--- config.mk ---
export PLATFORM = sky130hd
export DESIGN_NAME = ld_st_control_unit_flat
export DESIGN_NICKNAME = d
export VERILOG_FILES = /design/src/rtl/ld_st_control_unit_pkg.sv /design/src/rtl/ld_st_control_unit_if.sv /design/src/rtl/cu_wait_timer.sv /design/src/rtl/ld_st_control_unit.sv /design/src/flat_wrapper.sv
export SDC_FILE = /design/constraint.sdc
export NUM_CORES = 1
export LEC_CHECK = 0
export BUFFER_PORTS_ARGS = -buffer_cell sky130_fd_sc_hd__buf_2
export CAP_MARGIN = 20
export CORE_ASPECT_RATIO = 1.1
export CORE_MARGIN = 2
export CORE_UTILIZATION = 27
export CTS_CLUSTER_DIAMETER = 50
export DETAILED_ROUTE_END_ITERATION = 6
export GPL_ROUTABILITY_DRIVEN = 0
export SYNTH_ARGS = -nofsm -noshare
export SYNTH_HDL_FRONTEND = slang
export SYNTH_SLANG_ARGS = --single-unit
--- constraint.sdc ---
create_clock -name clk -period 2.1 [get_ports clk]
set_input_delay 0.42 -clock clk [delete_from_list [all_inputs] [get_ports clk]]
set_output_delay 0.42 -clock clk [all_outputs]
set_load 0.02 [all_outputs]
--- src/rtl/ld_st_control_unit_pkg.sv ---
// Shared types and constants for the ld/st hardwired control unit: state
// encodings, opcodes, ALU codes and MDR source selects.
package cpu_ctrl_pkg;

   typedef enum logic [4:0] {
      IDLE = 5'd0,
      T0   = 5'd1,
      T1   = 5'd2,
      T2   = 5'd3,
      T3   = 5'd4,
      T4   = 5'd5,
      T5   = 5'd6,
      T6   = 5'd7,
      T7   = 5'd8,
      HALT = 5'd9
   } state_t;

   localparam logic [4:0] OPC_LD   = 5'b00000;
   localparam logic [4:0] OPC_LDI  = 5'b00001;
   localparam logic [4:0] OPC_ST   = 5'b00010;
   localparam logic [4:0] OPC_NOP  = 5'b11010;
   localparam logic [4:0] OPC_HALT = 5'b11011;

   localparam logic [3:0] ALU_OP_NONE = 4'd0;
   localparam logic [3:0] ALU_OP_ADD  = 4'd2;

   localparam logic [1:0] MDR_SRC_BUS = 2'b00;
   localparam logic [1:0] MDR_SRC_MEM = 2'b01;

   typedef enum logic [2:0] {
      OP_LD      = 3'd0,
      OP_LDI     = 3'd1,
      OP_ST      = 3'd2,
      OP_NOP     = 3'd3,
      OP_HALT    = 3'd4,
      OP_ILLEGAL = 3'd5
   } op_class_t;

   function automatic op_class_t decode_op(input logic [4:0] opcode);
      op_class_t cls;
      case (opcode)
         OPC_LD:   cls = OP_LD;
         OPC_LDI:  cls = OP_LDI;
         OPC_ST:   cls = OP_ST;
         OPC_NOP:  cls = OP_NOP;
         OPC_HALT: cls = OP_HALT;
         default:  cls = OP_ILLEGAL;
      endcase
      return cls;
   endfunction

endpackage

--- src/rtl/ld_st_control_unit_if.sv ---
// Handshake/strobe bundle between the control unit (master) and the
// datapath/memory side (slave). mem_err exists only with CU_WAIT_TIMEOUT_EN.
interface ld_st_control_unit_if;

   logic       start;
   logic       mem_ready;
   logic [4:0] ir_opcode;

   logic       PCout, Zlowout, MDRout, MARin, PCin, MDRin, IRin, Yin, IncPc, Zlowin, Cout;
   logic       read, write;
   logic       GRA, GRB, GRC, Rin, Rout, BAout;
   logic [1:0] mdr_read;
   logic [3:0] control;
   logic       busy;
   logic       halted;
   logic       illegal_op;
   logic [4:0] state_dbg;
`ifdef CU_WAIT_TIMEOUT_EN
   logic       mem_err;
`endif

   modport master (
      input  start, mem_ready, ir_opcode,
      output PCout, Zlowout, MDRout, MARin, PCin, MDRin, IRin, Yin, IncPc, Zlowin, Cout,
      output read, write, GRA, GRB, GRC, Rin, Rout, BAout,
      output mdr_read, control, busy, halted, illegal_op, state_dbg
`ifdef CU_WAIT_TIMEOUT_EN
      , output mem_err
`endif
   );

   modport slave (
      output start, mem_ready, ir_opcode,
      input  PCout, Zlowout, MDRout, MARin, PCin, MDRin, IRin, Yin, IncPc, Zlowin, Cout,
      input  read, write, GRA, GRB, GRC, Rin, Rout, BAout,
      input  mdr_read, control, busy, halted, illegal_op, state_dbg
`ifdef CU_WAIT_TIMEOUT_EN
      , input mem_err
`endif
   );

endinterface

--- src/rtl/cu_wait_timer.sv ---
// Wait-state watchdog: counts cycles with mem_ready low inside a wait state
// and flags the cycle on which the count reaches TIMEOUT_CYCLES.
module cu_wait_timer #(
   parameter int unsigned TIMEOUT_CYCLES = 15
) (
   input  logic clk,
   input  logic reset,
   input  logic wait_active,
   input  logic wait_first,
   input  logic mem_ready,
   output logic timeout
);

   localparam logic [3:0] LIMIT = 4'(TIMEOUT_CYCLES);

   logic [3:0] cnt_r;
   logic [3:0] cnt_nxt_s;
   logic [3:0] base_s;
   logic [3:0] inc_s;

   // Count restarts from zero on the first cycle of every wait state.
   always_comb begin
      cnt_nxt_s = 4'd0;
      timeout   = 1'b0;
      base_s    = wait_first ? 4'd0 : cnt_r;
      inc_s     = base_s + 4'd1;
      if (wait_active && !mem_ready) begin
         cnt_nxt_s = inc_s;
         timeout   = (inc_s == LIMIT);
      end else if (wait_active) begin
         cnt_nxt_s = base_s;
      end else begin
         cnt_nxt_s = 4'd0;
      end
   end

   // Wait counter register.
   always_ff @(posedge clk) begin
      if (!reset) begin
         cnt_r <= 4'd0;
      end else begin
         cnt_r <= cnt_nxt_s;
      end
   end

endmodule

--- src/rtl/ld_st_control_unit.sv ---
// Hardwired Moore control unit sequencing fetch and ld/ldi/st/nop/halt on the
// bus datapath. Optional wait-state timeout: define CU_WAIT_TIMEOUT_EN.
module ld_st_control_unit
   import cpu_ctrl_pkg::*;
#(
   parameter logic [3:0] ALU_ADD = ALU_OP_ADD
`ifdef CU_WAIT_TIMEOUT_EN
   , parameter int unsigned TIMEOUT_CYCLES = 15
`endif
) (
   input  logic                  clk,
   input  logic                  reset,
   ld_st_control_unit_if.master  bus
);

   state_t    state_r;
   state_t    state_nxt_s;
   op_class_t op_r;
   op_class_t op_nxt_s;
   op_class_t dec_s;
   logic      first_r;
   logic      illegal_op_r;
   logic      illegal_set_s;
   logic      timeout_s;

   assign dec_s = decode_op(bus.ir_opcode);

`ifdef CU_WAIT_TIMEOUT_EN
   logic wait_active_s;
   logic mem_err_r;

   assign wait_active_s = (state_r == T1) ||
                          ((state_r == T6) && (op_r == OP_LD)) ||
                          ((state_r == T7) && (op_r == OP_ST));

   cu_wait_timer #(
      .TIMEOUT_CYCLES (TIMEOUT_CYCLES)
   ) u_wait_timer (
      .clk         (clk),
      .reset       (reset),
      .wait_active (wait_active_s),
      .wait_first  (first_r),
      .mem_ready   (bus.mem_ready),
      .timeout     (timeout_s)
   );

   // Sticky memory error, set when a wait state runs out of patience.
   always_ff @(posedge clk) begin
      if (!reset) begin
         mem_err_r <= 1'b0;
      end else if (timeout_s) begin
         mem_err_r <= 1'b1;
      end else begin
         mem_err_r <= mem_err_r;
      end
   end

   assign bus.mem_err = mem_err_r;
`else
   assign timeout_s = 1'b0;
`endif

   // Next-state logic; the op class is captured at decode so T5..T7 no longer
   // depend on the IR contents.
   always_comb begin
      state_nxt_s   = state_r;
      op_nxt_s      = op_r;
      illegal_set_s = 1'b0;
      case (state_r)
         IDLE: begin
            if (bus.start) state_nxt_s = T0;
            else           state_nxt_s = IDLE;
         end
         T0: state_nxt_s = T1;
         T1: begin
            if (bus.mem_ready)   state_nxt_s = T2;
            else if (timeout_s)  state_nxt_s = HALT;
            else                 state_nxt_s = T1;
         end
         T2: state_nxt_s = T3;
         T3: begin
            case (dec_s)
               OP_LD, OP_LDI, OP_ST: begin
                  state_nxt_s = T4;
                  op_nxt_s    = dec_s;
               end
               OP_NOP:  state_nxt_s = T0;
               OP_HALT: state_nxt_s = HALT;
               default: begin
                  state_nxt_s   = HALT;
                  illegal_set_s = 1'b1;
               end
            endcase
         end
         T4: state_nxt_s = T5;
         T5: begin
            if (op_r == OP_LDI) state_nxt_s = T0;
            else                state_nxt_s = T6;
         end
         T6: begin
            if (op_r == OP_ST)       state_nxt_s = T7;
            else if (bus.mem_ready)  state_nxt_s = T7;
            else if (timeout_s)      state_nxt_s = HALT;
            else                     state_nxt_s = T6;
         end
         T7: begin
            if (op_r == OP_LD)       state_nxt_s = T0;
            else if (bus.mem_ready)  state_nxt_s = T0;
            else if (timeout_s)      state_nxt_s = HALT;
            else                     state_nxt_s = T7;
         end
         HALT:    state_nxt_s = HALT;
         default: state_nxt_s = IDLE;
      endcase
   end

   // State, op class, first-cycle flag and sticky illegal flag.
   always_ff @(posedge clk) begin
      if (!reset) begin
         state_r      <= IDLE;
         op_r         <= OP_NOP;
         first_r      <= 1'b1;
         illegal_op_r <= 1'b0;
      end else begin
         state_r      <= state_nxt_s;
         op_r         <= op_nxt_s;
         first_r      <= (state_nxt_s != state_r);
         illegal_op_r <= illegal_op_r | illegal_set_s;
      end
   end

   // Moore output decode; every strobe defaults low.
   always_comb begin
      bus.PCout    = 1'b0;
      bus.Zlowout  = 1'b0;
      bus.MDRout   = 1'b0;
      bus.MARin    = 1'b0;
      bus.PCin     = 1'b0;
      bus.MDRin    = 1'b0;
      bus.IRin     = 1'b0;
      bus.Yin      = 1'b0;
      bus.IncPc    = 1'b0;
      bus.Zlowin   = 1'b0;
      bus.Cout     = 1'b0;
      bus.read     = 1'b0;
      bus.write    = 1'b0;
      bus.GRA      = 1'b0;
      bus.GRB      = 1'b0;
      bus.GRC      = 1'b0;
      bus.Rin      = 1'b0;
      bus.Rout     = 1'b0;
      bus.BAout    = 1'b0;
      bus.mdr_read = MDR_SRC_BUS;
      bus.control  = ALU_OP_NONE;
      case (state_r)
         T0: begin
            bus.PCout  = 1'b1;
            bus.MARin  = 1'b1;
            bus.IncPc  = 1'b1;
            bus.Zlowin = 1'b1;
         end
         T1: begin
            bus.Zlowout  = 1'b1;
            bus.PCin     = first_r;
            bus.read     = 1'b1;
            bus.MDRin    = 1'b1;
            bus.mdr_read = MDR_SRC_MEM;
         end
         T2: begin
            bus.MDRout = 1'b1;
            bus.IRin   = 1'b1;
         end
         T3: begin
            if ((dec_s == OP_LD) || (dec_s == OP_LDI) || (dec_s == OP_ST)) begin
               bus.GRB   = 1'b1;
               bus.BAout = 1'b1;
               bus.Yin   = 1'b1;
            end else begin
               bus.GRB   = 1'b0;
            end
         end
         T4: begin
            bus.Cout    = 1'b1;
            bus.Zlowin  = 1'b1;
            bus.control = ALU_ADD;
         end
         T5: begin
            bus.Zlowout = 1'b1;
            if (op_r == OP_LDI) begin
               bus.GRA = 1'b1;
               bus.Rin = 1'b1;
            end else begin
               bus.MARin = 1'b1;
            end
         end
         T6: begin
            bus.MDRin = 1'b1;
            if (op_r == OP_ST) begin
               bus.GRA  = 1'b1;
               bus.Rout = 1'b1;
            end else begin
               bus.read     = 1'b1;
               bus.mdr_read = MDR_SRC_MEM;
            end
         end
         T7: begin
            bus.MDRout = 1'b1;
            if (op_r == OP_ST) begin
               bus.write = 1'b1;
            end else begin
               bus.GRA = 1'b1;
               bus.Rin = 1'b1;
            end
         end
         default: begin
            bus.PCout = 1'b0;
         end
      endcase
   end

   assign bus.busy       = (state_r != IDLE) && (state_r != HALT);
   assign bus.halted     = (state_r == HALT);
   assign bus.illegal_op = illegal_op_r;
   assign bus.state_dbg  = state_r;

endmodule

--- src/flat_wrapper.sv ---
// flat-port wrapper written by rule: the top's interface ports become plain ports
module ld_st_control_unit_flat import cpu_ctrl_pkg::*;
#(
   parameter logic [3:0] ALU_ADD = ALU_OP_ADD

)
  (clk, reset, bus_start, bus_mem_ready, bus_ir_opcode, bus_PCout, bus_Zlowout, bus_MDRout, bus_MARin, bus_PCin, bus_MDRin, bus_IRin, bus_Yin, bus_IncPc, bus_Zlowin, bus_Cout, bus_read, bus_write, bus_GRA, bus_GRB, bus_GRC, bus_Rin, bus_Rout, bus_BAout, bus_mdr_read, bus_control, bus_busy, bus_halted, bus_illegal_op, bus_state_dbg);
  ld_st_control_unit_if bus_i ();
  input  logic clk;
  input  logic reset;
  input wire logic [$bits(bus_i.start)-1:0] bus_start;
  input wire logic [$bits(bus_i.mem_ready)-1:0] bus_mem_ready;
  input wire logic [$bits(bus_i.ir_opcode)-1:0] bus_ir_opcode;
  output wire logic [$bits(bus_i.PCout)-1:0] bus_PCout;
  output wire logic [$bits(bus_i.Zlowout)-1:0] bus_Zlowout;
  output wire logic [$bits(bus_i.MDRout)-1:0] bus_MDRout;
  output wire logic [$bits(bus_i.MARin)-1:0] bus_MARin;
  output wire logic [$bits(bus_i.PCin)-1:0] bus_PCin;
  output wire logic [$bits(bus_i.MDRin)-1:0] bus_MDRin;
  output wire logic [$bits(bus_i.IRin)-1:0] bus_IRin;
  output wire logic [$bits(bus_i.Yin)-1:0] bus_Yin;
  output wire logic [$bits(bus_i.IncPc)-1:0] bus_IncPc;
  output wire logic [$bits(bus_i.Zlowin)-1:0] bus_Zlowin;
  output wire logic [$bits(bus_i.Cout)-1:0] bus_Cout;
  output wire logic [$bits(bus_i.read)-1:0] bus_read;
  output wire logic [$bits(bus_i.write)-1:0] bus_write;
  output wire logic [$bits(bus_i.GRA)-1:0] bus_GRA;
  output wire logic [$bits(bus_i.GRB)-1:0] bus_GRB;
  output wire logic [$bits(bus_i.GRC)-1:0] bus_GRC;
  output wire logic [$bits(bus_i.Rin)-1:0] bus_Rin;
  output wire logic [$bits(bus_i.Rout)-1:0] bus_Rout;
  output wire logic [$bits(bus_i.BAout)-1:0] bus_BAout;
  output wire logic [$bits(bus_i.mdr_read)-1:0] bus_mdr_read;
  output wire logic [$bits(bus_i.control)-1:0] bus_control;
  output wire logic [$bits(bus_i.busy)-1:0] bus_busy;
  output wire logic [$bits(bus_i.halted)-1:0] bus_halted;
  output wire logic [$bits(bus_i.illegal_op)-1:0] bus_illegal_op;
  output wire logic [$bits(bus_i.state_dbg)-1:0] bus_state_dbg;
  assign bus_i.start = bus_start;
  assign bus_i.mem_ready = bus_mem_ready;
  assign bus_i.ir_opcode = bus_ir_opcode;
  assign bus_PCout = bus_i.PCout;
  assign bus_Zlowout = bus_i.Zlowout;
  assign bus_MDRout = bus_i.MDRout;
  assign bus_MARin = bus_i.MARin;
  assign bus_PCin = bus_i.PCin;
  assign bus_MDRin = bus_i.MDRin;
  assign bus_IRin = bus_i.IRin;
  assign bus_Yin = bus_i.Yin;
  assign bus_IncPc = bus_i.IncPc;
  assign bus_Zlowin = bus_i.Zlowin;
  assign bus_Cout = bus_i.Cout;
  assign bus_read = bus_i.read;
  assign bus_write = bus_i.write;
  assign bus_GRA = bus_i.GRA;
  assign bus_GRB = bus_i.GRB;
  assign bus_GRC = bus_i.GRC;
  assign bus_Rin = bus_i.Rin;
  assign bus_Rout = bus_i.Rout;
  assign bus_BAout = bus_i.BAout;
  assign bus_mdr_read = bus_i.mdr_read;
  assign bus_control = bus_i.control;
  assign bus_busy = bus_i.busy;
  assign bus_halted = bus_i.halted;
  assign bus_illegal_op = bus_i.illegal_op;
  assign bus_state_dbg = bus_i.state_dbg;
  ld_st_control_unit #(.ALU_ADD(ALU_ADD)) u_core (.clk(clk), .reset(reset), .bus(bus_i));
endmodule
After elaboration in Yosys (flattened, before gate mapping) --
Index checks and enable logic that the tools add are counted.
Operators by class: equal/unequal tests 21, divide/modulo/power cells 0, shifts and indexed selects 0, $add $sub $neg 0, multipliers 0, $lt $le $gt $ge 0, bitwise logic cells 1, reductions and logical operators 15, mux-type cells 35
Operator list (count):
- 5-bit case mux with 10 select lines | 1
- 1-bit 2-to-1 mux | 21
- 5-bit by 3-bit equality test with 1-bit output, second input constant | 4
- 5-bit by 2-bit equality test with 1-bit output, second input constant | 3
- 3-bit case mux with 5 select lines | 1
- 5-bit by 1-bit equality test with 1-bit output, second input constant | 2
- 5-bit by 4-bit equality test with 1-bit output, second input constant | 2
- 5-bit equality test, second input constant | 2
- 5-bit logical NOT | 2
- 5-bit 2-to-1 mux | 2
- 3-bit by 2-bit equality test with 1-bit output, second input constant | 3
- 4-bit 2-to-1 mux | 2
- 4-bit case mux with 2 select lines | 1
- 2-bit OR reduction | 4
- 3-bit by 1-bit equality test with 1-bit output, second input constant | 2
- 3-bit logical NOT | 2
- 1-bit case mux with 2 select lines | 3
- 5-bit by 4-bit inequality test with 1-bit output, second input constant | 1
- 5-bit inequality test | 1
- 5-bit nonzero test | 1
- 5-bit OR reduction | 1
- 2-bit case mux with 2 select lines | 1
- 3-bit equality test, second input constant | 1
- 3-bit 2-to-1 mux | 1
- 7 further kinds | 8
Storage, ports and cells: logic and storage cells 76, memories 0, register bits after elaboration 10, RAM bits 0, output and inout port bits 33, input port bits 9, latch bits 0, bits in read-only memories 0

Logic depth before layout (Yosys ltp) --
Gate-level depths: netlist (run 1).
depth in word-level cells 7, mapped depth 6, gate-level depth less buffers 5

Least setup slack after synthesis (run 1) --
OpenSTA, ideal clock, no wires.
path type register to output, from register u_core.state_r[0], in the netlist u_core.bus.state_dbg[0], to output port bus_mdr_read[0], arrival time 1.669 ns, required time 1.680 ns, setup slack 0.011 ns, buffers on the path 3, cell stages (with the launch flop) 6, path through dfxtp_1 buf_2 buf_1 nand3_1 a21oi_1 buf_4
On the way: longest elaborated chain between the ends 2, elaborated cells on any way between the ends 3, classes of those cells 2 x eq/ne; 1 x mux
RTL lines:
- start: declaration | RTL line ld_st_control_unit.sv:16 | state_t state_r;
- start signal: assignment | RTL line ld_st_control_unit.sv:125 | state_r <= state_nxt_s;
- 5-bit by 3-bit equality test with 1-bit output / 5-bit by 2-bit equality test with 1-bit output (equally long branches) | RTL line ld_st_control_unit.sv:155 | case (state_r)
- 2-bit case mux with 2 select lines * | RTL line ld_st_control_unit.sv:155
- end: declaration | RTL line flat_wrapper.sv:33 | output wire logic [$bits(bus_i.mdr_read)-1:0] bus_mdr_read;
Every way passes the cells marked *; elsewhere a longest branch is shown, timed or not.

Worst setup path after layout (run 1) --
from register u_core.state_r[1], in the netlist u_core.bus.state_dbg[1], to output port bus_GRA
On the way: longest elaborated chain between the ends 2, elaborated cells on any way between the ends 4, classes of those cells 3 x eq/ne; 1 x mux
RTL lines:
- 5-bit by 4-bit equality test with 1-bit output / 5-bit by 3-bit equality test with 1-bit output (equally long branches) | RTL line ld_st_control_unit.sv:155
- 1-bit case mux with 3 select lines * | RTL line ld_st_control_unit.sv:155
- end: declaration | RTL line flat_wrapper.sv:27 | output wire logic [$bits(bus_i.GRA)-1:0] bus_GRA;
Marked as above.

==> flow_summary.json, run 1 <==
{
  "crit_chain": "or3b_4, a2bb2oi_1, nor2_2, or2_1, buf_2",
  "cp-start-kind": "flip-flop",
  "area.growth.synth_to_final_pct": 23.08,
  "clkSlewWorstSetupHoldPaths_ps": 60,
  "synth_cell_type_count": 49,
  "timing.final.crit_share": 0.9704,
  "fin_setup_tns_ps": 0,
  "max_stage_delay_ps": 450,
  "p_sw_uw": 183.8,
  "async_reset_ff_frac": 0,
  "p_per_area_nw_per_um2": 469.3,
  "yosysMostFrequentCell": "buf_4",
  "hold_class": "in -> reg",
  "numCtsBuffers": 3,
  "synthTopCellsByCount": "buf_4 (12), nor2_1 (10), dfxtp_1 (9)",
  "synth_cells": 114,
  "fin_nets": 157,
  "hold_depth": 2,
  "leakagePower_nw": 0.5228,
  "ioPinCount": 42,
  "ys_ff_latch": 9,
  "coreArea_sq_um": 3048,
  "netlist_area_sq_um": 862.1,
  "ant_nets": 0,
  "r2r_start": "u_core.bus.state_dbg[1]$_SDFF_PN0_",
  "end_kind": "output pin",
  "antenna_found_initial": 0,
  "synthTopCellsByArea": "dfxtp_1 (21%), buf_4 (10%), nor2_1 (4.4%)",
  "fmax_ghz": 0.4907,
  "holdBufCountCts": 0,
  "first_iter_violations": 9,
  "synth_warnings": 0,
  "syn-mean-instance-area_sq_um": 7.562,
  "grt_pass1_vias": 773,
  "max-vdd-ir-drop_mv": 0.2740,
  "hpwlAfterDp_microns": 1711,
  "critical_path_class": "reg -> out",
  "cp_slowest_cell": "or3b_4",
  "hold_viol_final": 0,
  "drv_slew": 0,
  "yosysTopAreaCell": "dfxtp_1",
  "cts_tree": "done",
  "rows": 21,
  "synth-seq-area-share": 0.2090,
  "clockBufferDepth": 2,
  "r2r_slack_ps": 550,
  "combPwrFrac": 0.333,
  "rr_worst_depth": 5,
  "grt.total_usage": 0.1147,
  "crit_arrival_ps": 1620,
  "ys.flop_type": "dfxtp_1",
  "crit_fanout": 11,
  "root_buffer": "clkbuf_4",
  "dp_slack_ps": 237.7,
  "drive_gt1_frac": 0.4082,
  "grt_pass1_wl_microns": 3353,
  "die_area_sq_um": 3661,
  "firstDrtPassIters": 4,
  "vias_per_cell": 4.923,
  "path_delay_family": "simple AND/OR/NAND/NOR gates",
  "cap_viol_max_count": 0,
  "seqPwrFrac": 0.391,
  "setup_slack_ps": 62.10,
  "die_h_microns": 63.27,
  "diodes": 0,
  "grt-ovfl-total": 0,
  "fin_crit_ps": 2038,
  "dr_total_vias": 891,
  "die_x_microns": 57.88,
  "start_util": 0.2828,
  "numPortBuffers": 35,
  "routed_wl_microns": 2077,
  "rsz0062_at_grt": "false",
  "internal_power_uw": 314.1,
  "clock_power_share": 0.276,
  "outcome": "completed",
  "required_ps": 1680,
  "netlist.area_leader.share": 0.2090,
  "htreeDepth": 1,
  "clock_latency_ps": 260,
  "wire_per_inst_microns": 11.48,
  "worstHoldStart": "reset",
  "clock-sinks": 9,
  "cp_num_buf_inv": 1,
  "hold_path_end": "u_core.op_r[0]$_SDFFE_PN1P_",
  "grt_start_max_net_pins": 15,
  "rr_endpoint": "u_core.first_r$_SDFF_PN1_",
  "p_sw_frac": 0.3692,
  "drc": 0,
  "fin_skew_ps": 3.704,
  "finalSetupViolCount": 0,
  "synth_edf_count": 0
}
layout make-up:
cell class	count	area [sq um]
Sequential cell	9	182.7
Timing Repair Buffer	43	235.2
Tap cell	34	42.54
Fill cell	329	1987
Multi-Input combinational cell	87	559.3
Inverter	4	15.01
Clock buffer	4	26.28
routing by layer:
metal / part of all wire / GRT usage
met5: 0 / 0
met4: 0.015 / 0.05233
met3: 0.056 / 0.02875
met2: 0.49 / 0.1832
met1: 0.44 / 0.1425
worst max-delay path by stage:
stage,start,to,slack (ps),cells after the start
after floorplan,u_core.bus.state_dbg[0]$_SDFF_PN0_,bus_mdr_read[0],10,5
after global placement,u_core.bus.state_dbg[1]$_SDFF_PN0_,bus_GRA,300,5
after detailed placement,bus_ir_opcode[1],bus_GRB,240,5
after CTS,u_core.bus.state_dbg[1]$_SDFF_PN0_,bus_GRA,50,5
after global routing,u_core.bus.state_dbg[1]$_SDFF_PN0_,bus_GRA,1,5
final,u_core.bus.state_dbg[1]$_SDFF_PN0_,bus_GRA,60,5
cells in the final DEF, fill, tap and decap left out, types with 2 or more instances in the layout:
cell / synthesis / final
conb_1: 1 / 6
or2_2: 2 / 2
a21oi_1: 7 / 7
inv_1: 3 / 3
dfxtp_2: 0 / 2
o211ai_1: 2 / 2
nand2b_1: 2 / 2
nand2_1: 4 / 4
nor3b_2: 2 / 2
and3_1: 4 / 4
o21ai_1: 2 / 2
nor3_1: 6 / 6
dfxtp_1: 9 / 7
o21ai_0: 4 / 4
nand3_1: 3 / 3
buf_2: 2 / 35
buf_4: 12 / 8
nor2_1: 10 / 10
clkbuf_4: 0 / 3
nand3b_1: 4 / 4
a31oi_1: 3 / 3
registers in the layout, summed over array words and instances, names as in the netlist:
signal,flops
u_core.first_r,1
u_core.bus.state_dbg,4
u_core.bus.illegal_op,1
u_core.op_r,3
stage by stage:
step	total power, mW	util	hold slack (ps)	std cells	cell area [sq um]
CTS	0.5043	0.3477	361.2	181	1060
finish	0.4979	0.3481	364.2	181	1061
global placement	0.3631	0.3387	442.8	177	1032
floorplan	0.3219	-	481.9	119	880.8
global route	0.5305	0.3481	366.0	181	1061
detailed placement	0.3642	0.3387	443.7	177	1032
power by group through the flow:
stage               combinational, mW  sequential [mW]  clock, mW
floorplan                       0.130            0.192          0
global placement                0.166            0.197          0
detailed placement              0.167            0.197          0
CTS                             0.167            0.194      0.143
global route                    0.181            0.196      0.153
finish                          0.166            0.195      0.138
what timing repair did:
| item | 4_1_cts | 5_1_grt |
|---|---|---|
| resized for setup | 1 | 1 |
| setup endpoints to repair | 2 | 3 |
| buffers inserted | 0 | 0 |
worst reg2reg max path, delay by kind of cell (launching register included):
| kind | cells | cell delay, ps |
|---|---|---|
| AOI/OAI and AO/OA | 2 | 290 |
| buffers and inverters | 1 | 170 |
| muxes | 1 | 320 |
| DFF | 1 | 470 |
| and+or+nand+nor | 1 | 190 |
cells by family after synthesis:
group,share of synthesized area
XOR/XNOR,0.01016
multiplexers,0.02467
buffers and inverters,0.1640
AO/OA/AOI/OAI,0.1727
flip-flops,0.2090
AND/OR/NAND/NOR,0.4151
other,0.004350
(Power assumes the default switching activity.)
==> inputs of run 2 (changes only) <==
--- a/config.mk
+++ b/config.mk
@@ -13,6 +13,7 @@
 export CTS_CLUSTER_DIAMETER = 50
 export DETAILED_ROUTE_END_ITERATION = 6
 export GPL_ROUTABILITY_DRIVEN = 0
+export RECOVER_POWER = 50
 export SYNTH_ARGS = -nofsm -noshare
 export SYNTH_HDL_FRONTEND = slang
 export SYNTH_SLANG_ARGS = --single-unit
==> flow_summary.json, run 2 (synthesized netlist as in run 1, its figures left out) <==
{
  "required_ps": 1680,
  "die_x_microns": 57.88,
  "diodes": 0,
  "die_h_microns": 63.27,
  "numPortBuffers": 35,
  "cp-endpoint": "bus_GRA",
  "rows": 21,
  "r2r_start": "u_core.bus.state_dbg[1]$_SDFF_PN0_",
  "grt_start_max_net_pins": 15,
  "worstHoldStart": "reset",
  "root_buffer": "clkbuf_4",
  "numCtsBuffers": 3,
  "critical_path_class": "reg -> out",
  "max-vdd-ir-drop_mv": 0.2735,
  "firstDrtPassIters": 4,
  "dr_total_vias": 894,
  "drc": 0,
  "grt_pass1_wl_microns": 3353,
  "final_common_cell": "buf_2",
  "routed_wl_microns": 2071,
  "clock-sinks": 9,
  "cts_tree": "done",
  "end_kind": "output pin",
  "post-cts-setup-buffers": 0,
  "antenna_found_initial": 0,
  "drv_slew": 0,
  "rr_worst_depth": 5,
  "ioPinCount": 42,
  "final_cell_mix": "buf_2 (26), clkbuf_1 (11), nor2_1 (10)",
  "hold_class": "in -> reg",
  "rr_endpoint": "u_core.first_r$_SDFF_PN1_",
  "dp_cells": 177,
  "die_area_sq_um": 3661,
  "grt_pass1_vias": 773,
  "ant_nets": 0,
  "drive_gt1_frac": 0.3401,
  "power_uw": 493.7,
  "hold_viol_final": 0,
  "p_per_area_nw_per_um2": 472.0,
  "grt.total_usage": 0.1147,
  "fin_setup_tns_ps": 0,
  "vias_per_cell": 4.939,
  "area.growth.synth_to_final_pct": 21.33,
  "coreArea_sq_um": 3048,
  "finalSetupViolCount": 0,
  "first_iter_violations": 17,
  "fin_nets": 157,
  "startpoint": "u_core.bus.state_dbg[1]$_SDFF_PN0_",
  "rsz0062_at_grt": "false",
  "htreeDepth": 1,
  "crit_fanout": 11,
  "timing.final.crit_share": 0.9702,
  "r2r_slack_ps": 510,
  "hold_ws_ps": 365.3,
  "clkSlewWorstSetupHoldPaths_ps": 60,
  "cap_viol_max_count": 0,
  "fin_crit_ps": 2037,
  "leakagePower_nw": 0.4829,
  "start_util": 0.2828,
  "clockBufferDepth": 2,
  "clock_latency_ps": 260,
  "finalNonFillerCells": 181,
  "fmax_ghz": 0.4908,
  "fin_skew_ps": 4.140,
  "largest_reg_flops": 4,
  "grt-ovfl-total": 0,
  "outcome": "completed",
  "cp-start-kind": "flip-flop",
  "crit_arrival_ps": 1620,
  "wire_per_inst_microns": 11.44,
  "hpwlAfterDp_microns": 1711
}
[run 2: changes by cell type in the layout (fill, tap and decap cells not counted), sizes merged]
| cell | change |
|---|---|
| clkbuf | +10 |
| buf | -10 |
[run 2: layout make-up]
| cell class | instances | area [sq um] |
|---|---|---|
| fill | 336 | 2002 |
| multi-input combinational | 87 | 559.3 |
| timing repair buffer | 43 | 220.2 |
| sequential | 9 | 182.7 |
| tap | 34 | 42.54 |
| clock buffer | 4 | 26.28 |
| inverter | 4 | 15.01 |
[run 2: through the flow]
stage	setup WS [ps]	area, sq um	utilization
floorplan	11.01	880.8	-
global route	1.458	1046	0.3432
finish	62.67	1046	0.3432
global placement	298.9	1032	0.3387
detailed placement	237.7	1032	0.3387
CTS	50.98	1060	0.3477
[run 2: metal layers]
layer	part of all wire	GRT usage
met5	0	0
met4	0.015	0.05233
met3	0.067	0.02875
met2	0.49	0.1832
met1	0.42	0.1425
[run 2: worst min path at each step]
stage          slack (ps)  depth (start not counted)                                to
2_1_floorplan         480                          1       u_core.op_r[0]$_SDFFE_PN1P_
3_3_place_gp          440                          2  u_core.bus.illegal_op$_SDFF_PN0_
3_5_place_dp          440                          2  u_core.bus.illegal_op$_SDFF_PN0_
4_1_cts               360                          2       u_core.op_r[0]$_SDFFE_PN1P_
5_1_grt               370                          2       u_core.op_r[0]$_SDFFE_PN1P_
6_report              370                          2       u_core.op_r[0]$_SDFFE_PN1P_
[run 2: timing repair]
item,CTS,global route
pin swaps,0,0
setup endpoints to repair,2,3
hold buffers,0,0
gates resized for setup,1,1
[run 2: report_power, final]
part	switching (mW)	internal, mW	total, mW
clock	0.0639	0.0734	0.137
combinational	0.104	0.0573	0.162
sequential	0.0156	0.179	0.195
[run 2: critical path: stages, from the launching register on]
cell and delay [ps]:
dfxtp_2 390, or3b_4 450, a2bb2oi_1 160, nor2_2 100, or2_1 100, buf_2 150
